**config.mk**
```make
export PLATFORM = sky130hd
export DESIGN_NAME = reg_write_arbiter_flat
export DESIGN_NICKNAME = d
export VERILOG_FILES = /design/src/rtl/reg_write_arbiter_if.sv /design/src/rtl/reg_write_arbiter.sv /design/src/flat_wrapper.sv
export SDC_FILE = /design/constraint.sdc
export NUM_CORES = 1
export LEC_CHECK = 0
export CORE_ASPECT_RATIO = 1.2
export CORE_UTILIZATION = 37
export DETAILED_ROUTE_END_ITERATION = 6
export GPL_TIMING_DRIVEN = 0
export PLACE_DENSITY_LB_ADDON = 0.12
export SYNTH_ARGS = -nofsm -noshare
export SYNTH_HDL_FRONTEND = slang
export SYNTH_SLANG_ARGS = --single-unit
```
**constraint.sdc**
```tcl
create_clock -name clk -period 4.33 [get_ports clk]
set_input_delay 1.0825 -clock clk [delete_from_list [all_inputs] [get_ports clk]]
set_output_delay 1.0825 -clock clk [all_outputs]
set_load 0.1 [all_outputs]
```
**src/rtl/reg_write_arbiter_if.sv**
```systemverilog
`default_nettype none
// ============================================================================
// Module      : reg_write_arbiter_if
// Description : Bundle of the requester-side and register-side signals of
//               reg_write_arbiter. The slave modport is the arbiter; the
//               master modport is the surrounding requesters plus register.
//               The lock vector exists only when REGARB_LOCK_EN is defined.
// Revision    : 1.0 - initial release
// ============================================================================
interface reg_write_arbiter_if #(
  parameter int N = 4,
  parameter int W = 8
);
  localparam int IDW = (N > 1) ? $clog2(N) : 1;

  logic [N-1:0]   req;
  logic [N*W-1:0] wdata;
  logic [N-1:0]   ack;
  logic [W-1:0]   rdata;
  logic [W-1:0]   reg_d;
  logic           reg_load;
  logic [W-1:0]   reg_q;
  logic [IDW-1:0] grant_id;
  logic           busy;
`ifdef REGARB_LOCK_EN
  logic [N-1:0]   lock;
`endif

  modport slave (
`ifdef REGARB_LOCK_EN
    input  lock,
`endif
    input  req, wdata, reg_q,
    output ack, rdata, reg_d, reg_load, grant_id, busy
  );

  modport master (
`ifdef REGARB_LOCK_EN
    output lock,
`endif
    output req, wdata, reg_q,
    input  ack, rdata, reg_d, reg_load, grant_id, busy
  );
endinterface
`default_nettype wire

```
**src/rtl/reg_write_arbiter.sv**
```systemverilog
`default_nettype none
// ============================================================================
// Module      : reg_write_arbiter
// Description : Round-robin controller sharing one W-bit register among N
//               requesters. Each write runs IDLE -> LOAD -> SETTLE -> ACK:
//               grant, one-cycle load strobe, SETTLE_CYC wait, then readback
//               of the register q with a one-cycle one-hot ack.
//               Optional macro REGARB_LOCK_EN adds a per-requester lock that
//               keeps the round-robin pointer on the current winner.
// Revision    : 1.0 - initial release
// ============================================================================
module reg_write_arbiter #(
  parameter int N          = 4,
  parameter int W          = 8,
  parameter int SETTLE_CYC = 1
) (
  input  wire                    clk,
  input  wire                    rst,
  reg_write_arbiter_if.slave     bus_io
);

  localparam int IDW = (N > 1) ? $clog2(N) : 1;
  localparam logic [3:0]     c_SETTLE_LAST = 4'(SETTLE_CYC - 1);
  localparam logic [IDW-1:0] c_LAST_ID     = IDW'(N - 1);

  // Reject illegal configurations at elaboration time.
  generate
    if (SETTLE_CYC < 1 || SETTLE_CYC > 15) begin : g_bad_settle
      $error("reg_write_arbiter: SETTLE_CYC must be in 1..15");
    end
    if (N < 2 || N > 8) begin : g_bad_n
      $error("reg_write_arbiter: N must be in 2..8");
    end
  endgenerate

  typedef enum logic [1:0] {
    S_IDLE   = 2'd0,
    S_LOAD   = 2'd1,
    S_SETTLE = 2'd2,
    S_ACK    = 2'd3
  } state_t;

  state_t         state_q;
  logic [IDW-1:0] ptr_q;
  logic [3:0]     cnt_q;
  logic [IDW-1:0] grant_id_q;
  logic [W-1:0]   reg_d_q;
  logic           reg_load_q;
  logic [N-1:0]   ack_q;
  logic [W-1:0]   rdata_q;
  logic           busy_q;

  logic [IDW-1:0] pick_d;
  logic           pick_vld_d;
  logic [IDW-1:0] ptr_adv_d;
  logic [IDW-1:0] ptr_next_d;

  // Round-robin search: first set req bit at or above the pointer, wrapping.
  // Scanning offsets from high to low lets the smallest offset win.
  always_comb begin
    pick_d     = '0;
    pick_vld_d = 1'b0;
    for (int k = N - 1; k >= 0; k--) begin
      logic [IDW-1:0] idx;
      idx = IDW'((int'(ptr_q) + k) % N);
      if (bus_io.req[idx]) begin
        pick_d     = idx;
        pick_vld_d = 1'b1;
      end
    end
  end

  // Pointer value after the current grant: next requester, wrapping to 0.
  always_comb begin
    ptr_adv_d = (grant_id_q == c_LAST_ID) ? '0 : grant_id_q + 1'b1;
`ifdef REGARB_LOCK_EN
    ptr_next_d = bus_io.lock[grant_id_q] ? grant_id_q : ptr_adv_d;
`else
    ptr_next_d = ptr_adv_d;
`endif
  end

  // Transaction sequencer; every output is a register updated here.
  always_ff @(posedge clk) begin
    if (rst) begin
      state_q    <= S_IDLE;
      ptr_q      <= '0;
      cnt_q      <= '0;
      grant_id_q <= '0;
      reg_d_q    <= '0;
      reg_load_q <= 1'b0;
      ack_q      <= '0;
      rdata_q    <= '0;
      busy_q     <= 1'b0;
    end else begin
      case (state_q)
        S_IDLE: begin
          if (pick_vld_d) begin
            grant_id_q <= pick_d;
            reg_d_q    <= bus_io.wdata[int'(pick_d) * W +: W];
            reg_load_q <= 1'b1;
            busy_q     <= 1'b1;
            state_q    <= S_LOAD;
          end
        end
        S_LOAD: begin
          reg_load_q <= 1'b0;
          cnt_q      <= '0;
          state_q    <= S_SETTLE;
        end
        S_SETTLE: begin
          if (cnt_q == c_SETTLE_LAST) begin
            rdata_q            <= bus_io.reg_q;
            ack_q[grant_id_q]  <= 1'b1;
            state_q            <= S_ACK;
          end else begin
            cnt_q <= cnt_q + 4'd1;
          end
        end
        S_ACK: begin
          ack_q   <= '0;
          ptr_q   <= ptr_next_d;
          busy_q  <= 1'b0;
          state_q <= S_IDLE;
        end
        default: state_q <= S_IDLE;
      endcase
    end
  end

  assign bus_io.ack      = ack_q;
  assign bus_io.rdata    = rdata_q;
  assign bus_io.reg_d    = reg_d_q;
  assign bus_io.reg_load = reg_load_q;
  assign bus_io.grant_id = grant_id_q;
  assign bus_io.busy     = busy_q;

endmodule
`default_nettype wire
```
**src/flat_wrapper.sv**
```systemverilog
// flat-port wrapper written by rule: the top's interface ports become plain ports
module reg_write_arbiter_flat 
#(
  parameter int N          = 4,
  parameter int W          = 8,
  parameter int SETTLE_CYC = 1
)
  (clk, rst, bus_io_req, bus_io_wdata, bus_io_reg_q, bus_io_ack, bus_io_rdata, bus_io_reg_d, bus_io_reg_load, bus_io_grant_id, bus_io_busy);
  reg_write_arbiter_if #(.N(N), .W(W)) bus_io_i ();
  input  wire clk;
  input  wire rst;
  input wire logic [$bits(bus_io_i.req)-1:0] bus_io_req;
  input wire logic [$bits(bus_io_i.wdata)-1:0] bus_io_wdata;
  input wire logic [$bits(bus_io_i.reg_q)-1:0] bus_io_reg_q;
  output wire logic [$bits(bus_io_i.ack)-1:0] bus_io_ack;
  output wire logic [$bits(bus_io_i.rdata)-1:0] bus_io_rdata;
  output wire logic [$bits(bus_io_i.reg_d)-1:0] bus_io_reg_d;
  output wire logic [$bits(bus_io_i.reg_load)-1:0] bus_io_reg_load;
  output wire logic [$bits(bus_io_i.grant_id)-1:0] bus_io_grant_id;
  output wire logic [$bits(bus_io_i.busy)-1:0] bus_io_busy;
  assign bus_io_i.req = bus_io_req;
  assign bus_io_i.wdata = bus_io_wdata;
  assign bus_io_i.reg_q = bus_io_reg_q;
  assign bus_io_ack = bus_io_i.ack;
  assign bus_io_rdata = bus_io_i.rdata;
  assign bus_io_reg_d = bus_io_i.reg_d;
  assign bus_io_reg_load = bus_io_i.reg_load;
  assign bus_io_grant_id = bus_io_i.grant_id;
  assign bus_io_busy = bus_io_i.busy;
  reg_write_arbiter #(.N(N), .W(W), .SETTLE_CYC(SETTLE_CYC)) u_core (.clk(clk), .rst(rst), .bus_io(bus_io_i));
endmodule
```
Yosys cells after proc, flatten, opt, wreduce, memory -nomap -nowiden. Index checks and enable logic that the tools add are counted. W data, S select, Z words.

Add/sub/neg operators: 5. $lt $le $gt $ge: 6. Equal/unequal tests: 7. Shifts and indexed selects: 1. Multiplexer cells: 29. Bitwise logic cells: 1. Reductions and logical operators: 14.

Operator list (number): $shiftx A32 B6 Y8 (1); $pmux W4 S2 (2); $lt A2 B3 Y1 const B (5); $mux W2 (7); $reduce_and A2 Y1 (7); $mux W1 (10); $bmux W1 S2 (4); $mux W4 (2); $pmux W2 S4 (1); $reduce_bool A2 Y1 (4); $eq A2 B2 Y1 const B (3); $add A2 B1 Y2 const B (2); $add A2 B2 Y2 const B (2); $add A4 B1 Y4 const B (1); $logic_not A4 Y1 (1); $ne A2 B1 Y1 const B (2); $or A4 B4 Y4 (1); $pmux W1 S2 (2); $demux W1 S2 (1); $eq A2 B1 Y1 const B (1); $ge A2 B1 Y1 const B (1); $logic_not A2 Y1 (1); $ne A2 B2 Y1 const B (1); $logic_and A1 B1 Y1 (1).

Flip-flop bits (word level): 32. Bits of input ports: 46. Output and inout port bits: 24.

Depth between registers and ports, before layout.
Depth in word-level cells: 9. Gate-level depth with buffers: 8. Mapped depth without buffers: 7.

Least setup slack after synthesis. No wires, ideal clock.

Path kind: in2reg. Start point: input bus_io_req[0]. End point: register u_core.reg_d_q[0] (netlist: u_core.bus_io.reg_d[0]). Library setup time: 0.135 ns. Data arrival time: 2.046 ns. Setup slack: 2.149 ns. Stages on the path: 7. Path buffers: 2. Path through: a21oi_1 o21ai_1 o2bb2a_1 buf_6 buf_12 mux2i_1 o221ai_1.

Longest elaborated chain between the ends: 7. Elaborated cells on any way between the ends: 18. Classes of those cells: shift: 1; mux: 16; reduce/logical: 1.

Ends and longest elaborated chain: from (decl) (line flat_wrapper.sv:12) `input wire logic [$bits(bus_io_i.req)-1:0] bus_io_req;`; $bmux W1 S2 (line reg_write_arbiter.sv:66) `if (bus_io.req[idx]) begin`; $mux W1 (implied by the code) (line reg_write_arbiter.sv:66); $mux W2 or $mux W1 (tied branches) (4 in a row) (line reg_write_arbiter.sv:66); $shiftx A32 B6 Y8 or $reduce_and A2 Y1 (tied branches); to (signal assigned) (line reg_write_arbiter.sv:100) `reg_d_q <= bus_io.wdata[int'(pick_d) * W +: W];`; to (decl) (line reg_write_arbiter.sv:47) `logic [W-1:0] reg_d_q;`.

Parallel ways exist; a longest one is shown, timed or not. The select of a mux whose other input is x is not followed. A chain may end at the register's enable or synchronous reset.

Final worst setup path.
Start point: register u_core.grant_id_q[0] (netlist: u_core.bus_io.grant_id[0]). End point: output bus_io_grant_id[0].

RTL lines: from (decl) (line reg_write_arbiter.sv:46) `logic [IDW-1:0] grant_id_q;`; from (signal assigned) (line reg_write_arbiter.sv:99) `grant_id_q <= pick_d;`; to (decl) (line flat_wrapper.sv:19) `output wire logic [$bits(bus_io_i.grant_id)-1:0] bus_io_grant_id;`.

No word-level cell between the ends.

==> results.py <==
metrics = {
    "logic_synthesis": {
        "number_of_enable_type_register_cells_in_the_synthesized_netlist": 0,
        "synthCells": 187,
        "post_synth.cell_area_avg_um2": 8.86,
        "synth_nets": 244,
        "mappedNetlistArea_um2": 1660,
        "flip_flop_and_latch_count_after_synthesis": 32,
        "synth.distinct_cells": 31,
        "fraction_of_registers_with_async_set_or_reset_after_synthesis_pct": 0,
        "synth-main-ff-cell": "sky130_fd_sc_hd__dfxtp_1",
        "ys_seq_area_share_pct": 38.7,
        "synth.yosys.warnings": 0,
    },
    "sta": {
        "unrepaired_setup_endpoints_after_global_routing": "no",
        "period_share_pct": 68.2,
        "final-setup-viol-count": 0,
        "final-max-slew-violation-count": 0,
        "worst-slew-pin-transition_ps": 992,
        "totalNegativeSetupSlack_ps": 0,
        "maxSlewHeadroom_pct": 33.6,
        "finClkSkew_ps": 6.97,
        "fmax_ghz": 0.339,
        "hold_vio_cnt_final": 0,
        "period_minus_slack_ps": 2950,
    },
    "global_route": {
        "groute.usage.overall_pct": 18.6,
        "vias_in_the_first_global_route": 1456,
        "initial_antenna_violation_count": 0,
        "pin_count_of_the_biggest_net_entering_global_routing": 11,
        "grt_first_pass_wirelength_mm": 6.68,
        "globalRouteOverflowTotal": 0,
    },
    "clocking": {
        "clkSinkCount": 32,
        "htree_num_levels": 2,
        "clk_path_buf_depth": 2,
        "clkLatencyLatePin_ps": 280,
        "cts_tree": "done",
        "root_buffer": "sky130_fd_sc_hd__clkbuf_8",
        "postCtsSetupRepairBufs": 0,
        "cts_buffers": 5,
        "clk_pin_slew_ps": 60,
        "ctsHoldBuffers": 0,
        "cts_resized": 0,
    },
    "final_layout": {
        "finalNetCount": 320,
        "fraction_of_layout_instances_using_a_drive_strength_above_1_pct": 4.94,
        "finalCoreUtilization_pct": 59.0,
        "antenna-diode-count": 0,
        "layout.cell_area.non_filler_um2": 2510,
        "layout.cells.most_common": "sky130_fd_sc_hd__clkdlybuf4s50_1",
        "ff_latch_area_um2": 641,
        "num-fill-cells": 394,
        "area_growth_syn_to_layout_pct": 51.7,
        "multiInputGateArea_um2": 915,
        "leading_cell_types_in_the_layout_fill_and_taps_excluded": "sky130_fd_sc_hd__clkdlybuf4s50_1, sky130_fd_sc_hd__dfxtp_1, sky130_fd_sc_hd__nand2_1",
        "fin_cells": 319,
    },
    "detailed_routing": {
        "drt_first_iter_violations": 95,
        "vias_per_cell": 4.95,
        "final_antenna_net_count": 0,
        "wl_mm": 4.15,
        "drt-wirelength-per-cell_um": 13.0,
        "firstDrtPassIters": 4,
        "remaining_drcs": 0,
        "total_number_of_vias": 1580,
    },
    "floorplanning": {
        "io-pin-count": 70,
        "area_of_the_placeable_core_um2": 4260,
        "die_w_um": 63.1,
        "start_util_pct": 38.9,
        "die_area_um2": 4750,
        "placement_rows": 26,
        "floorplan.die.height_um": 75.3,
    },
    "placed_design": {
        "placed_cells": 312,
        "post_dp_cell_area_um2": 2420,
        "io_buffers": 69,
        "gpl.final_weighted_congestion": 0.738,
        "hpwl_mm": 3.11,
    },
    "critical_path": {
        "slowest_delay_ps": 1170,
        "cp.required_ps": 3250,
        "worstPathBufferInverterCount": 1,
        "cp_class": "flip-flop to output port",
        "worst_path_dominant_cell_family": "buffers and inverters",
        "end_kind": "output port",
        "timing.critical_path.from_type": "flip-flop",
        "cell_at_the_slowest_stage_of_the_critical_path": "sky130_fd_sc_hd__clkdlybuf4s50_1",
        "critical_path_arrival_ps": 1870,
        "worst-path-max-fanout": 6,
        "timing.critical_path.cells": "clkdlybuf4s50_1",
    },
    "power": {
        "power.ir.vdd_worst_uv": 248,
        "totalPowerFinal_mw": 1.31,
        "p_leak_nw": 0.940,
        "powerDensity_nw_per_um2": 523,
    },
    "status": {
        "outcome": "complete, no violations",
    },
    "run": {
        "max-cap-violations": 0,
    },
    "min_path": {
        "path_class_of_the_lowest_slack_min_delay_path": "flip-flop to flip-flop",
    },
}
## power by group
| group | internal, mW | leakage (nW) | total, mW | switching [mW] |
|---|---|---|---|---|
| Sequential | 0.348 | 0.262 | 0.382 | 0.0337 |
| Combinational | 0.202 | 0.628 | 0.684 | 0.483 |
| Clock | 0.141 | 0.0503 | 0.247 | 0.106 |
| Total | 0.691 | 0.940 | 1.31 | 0.623 |
## cell type report
class,count,area share [%]
Inverter,9,1.34
Timing Repair Buffer,69,27.5
Tap cell,56,2.79
Clock buffer,7,3.83
Sequential cell,32,25.5
Multi-Input combinational cell,136,36.4
Buffer,10,2.69
## routing by layer
| metal | part of all wire, % | up-vias | routed length (um) | global-route usage [%] |
|---|---|---|---|---|
| met5 | 0 | - | 0 | 0 |
| met3 | 3.6 | 5 | 150 | 4.94 |
| met1 | 43 | 726 | 1790 | 21.8 |
| met2 | 52 | 35 | 2150 | 32.6 |
| met4 | 1.4 | 0 | 59 | 7.75 |
| li1 | - | 814 | - | - |
## final timing paths
kind                                                        startpoint                                   to  slack (ps)  depth (start not counted)
worst max register to register          u_core.state_q[0]$_SDFFE_PP0P_         u_core.cnt_q[1]$_SDFFE_PP0P_        2570                          7
worst max-delay path            u_core.bus_io.grant_id[0]$_SDFFE_PP0P_                   bus_io_grant_id[0]        1380                          1
worst min register to register     u_core.bus_io.rdata[1]$_SDFFE_PP0P_  u_core.bus_io.rdata[1]$_SDFFE_PP0P_         450                          2
worst min-delay path               u_core.bus_io.rdata[1]$_SDFFE_PP0P_  u_core.bus_io.rdata[1]$_SDFFE_PP0P_         450                          2
## flip-flops by register name, summed over array words and instances, names as in the netlist
register,cells
u_core.bus_io.ack,4
u_core.bus_io.busy,1
u_core.bus_io.grant_id,2
u_core.bus_io.rdata,8
u_core.bus_io.reg_d,8
u_core.bus_io.reg_load,1
u_core.cnt_q,4
u_core.ptr_q,2
u_core.state_q,2
## kinds of logic after synthesis
kind of cell    count (synthesis)  share of synthesized area (%)
compound gates                 40                           15.6
fa+ha+maj                      11                           8.31
simple gates                   64                           18.7
flops                          32                           38.7
mux                            21                           12.7
buf+inv                        19                           6.12
## cell usage after synthesis, types with 2 or more instances
master / count / share of area, %
sky130_fd_sc_hd__nand2_1: 24 / 5.4
sky130_fd_sc_hd__a21oi_1: 19 / 5.7
sky130_fd_sc_hd__o221ai_1: 8 / 4.2
sky130_fd_sc_hd__clkbuf_1: 5 / 1.1
sky130_fd_sc_hd__nand2b_1: 4 / 1.5
sky130_fd_sc_hd__nand3_1: 2 / 0.60
sky130_fd_sc_hd__inv_1: 9 / 2.0
sky130_fd_sc_hd__nor2_1: 18 / 4.1
sky130_fd_sc_hd__mux2i_1: 21 / 13
sky130_fd_sc_hd__ha_1: 11 / 8.3
sky130_fd_sc_hd__nor2b_1: 2 / 0.76
sky130_fd_sc_hd__dfxtp_1: 32 / 39
sky130_fd_sc_hd__o21ai_0: 3 / 0.91
sky130_fd_sc_hd__nand3b_1: 9 / 4.1
sky130_fd_sc_hd__nor3_1: 2 / 0.60
sky130_fd_sc_hd__a22oi_1: 3 / 1.4
## per-stage QoR
stage	hold slack [ps]	setup slack, ps
floorplan	469	2150
global placement	441	1390
detailed placement	449	1400
CTS	457	1360
global route	482	1310
finish	454	1380
(Power assumes the default switching activity.)
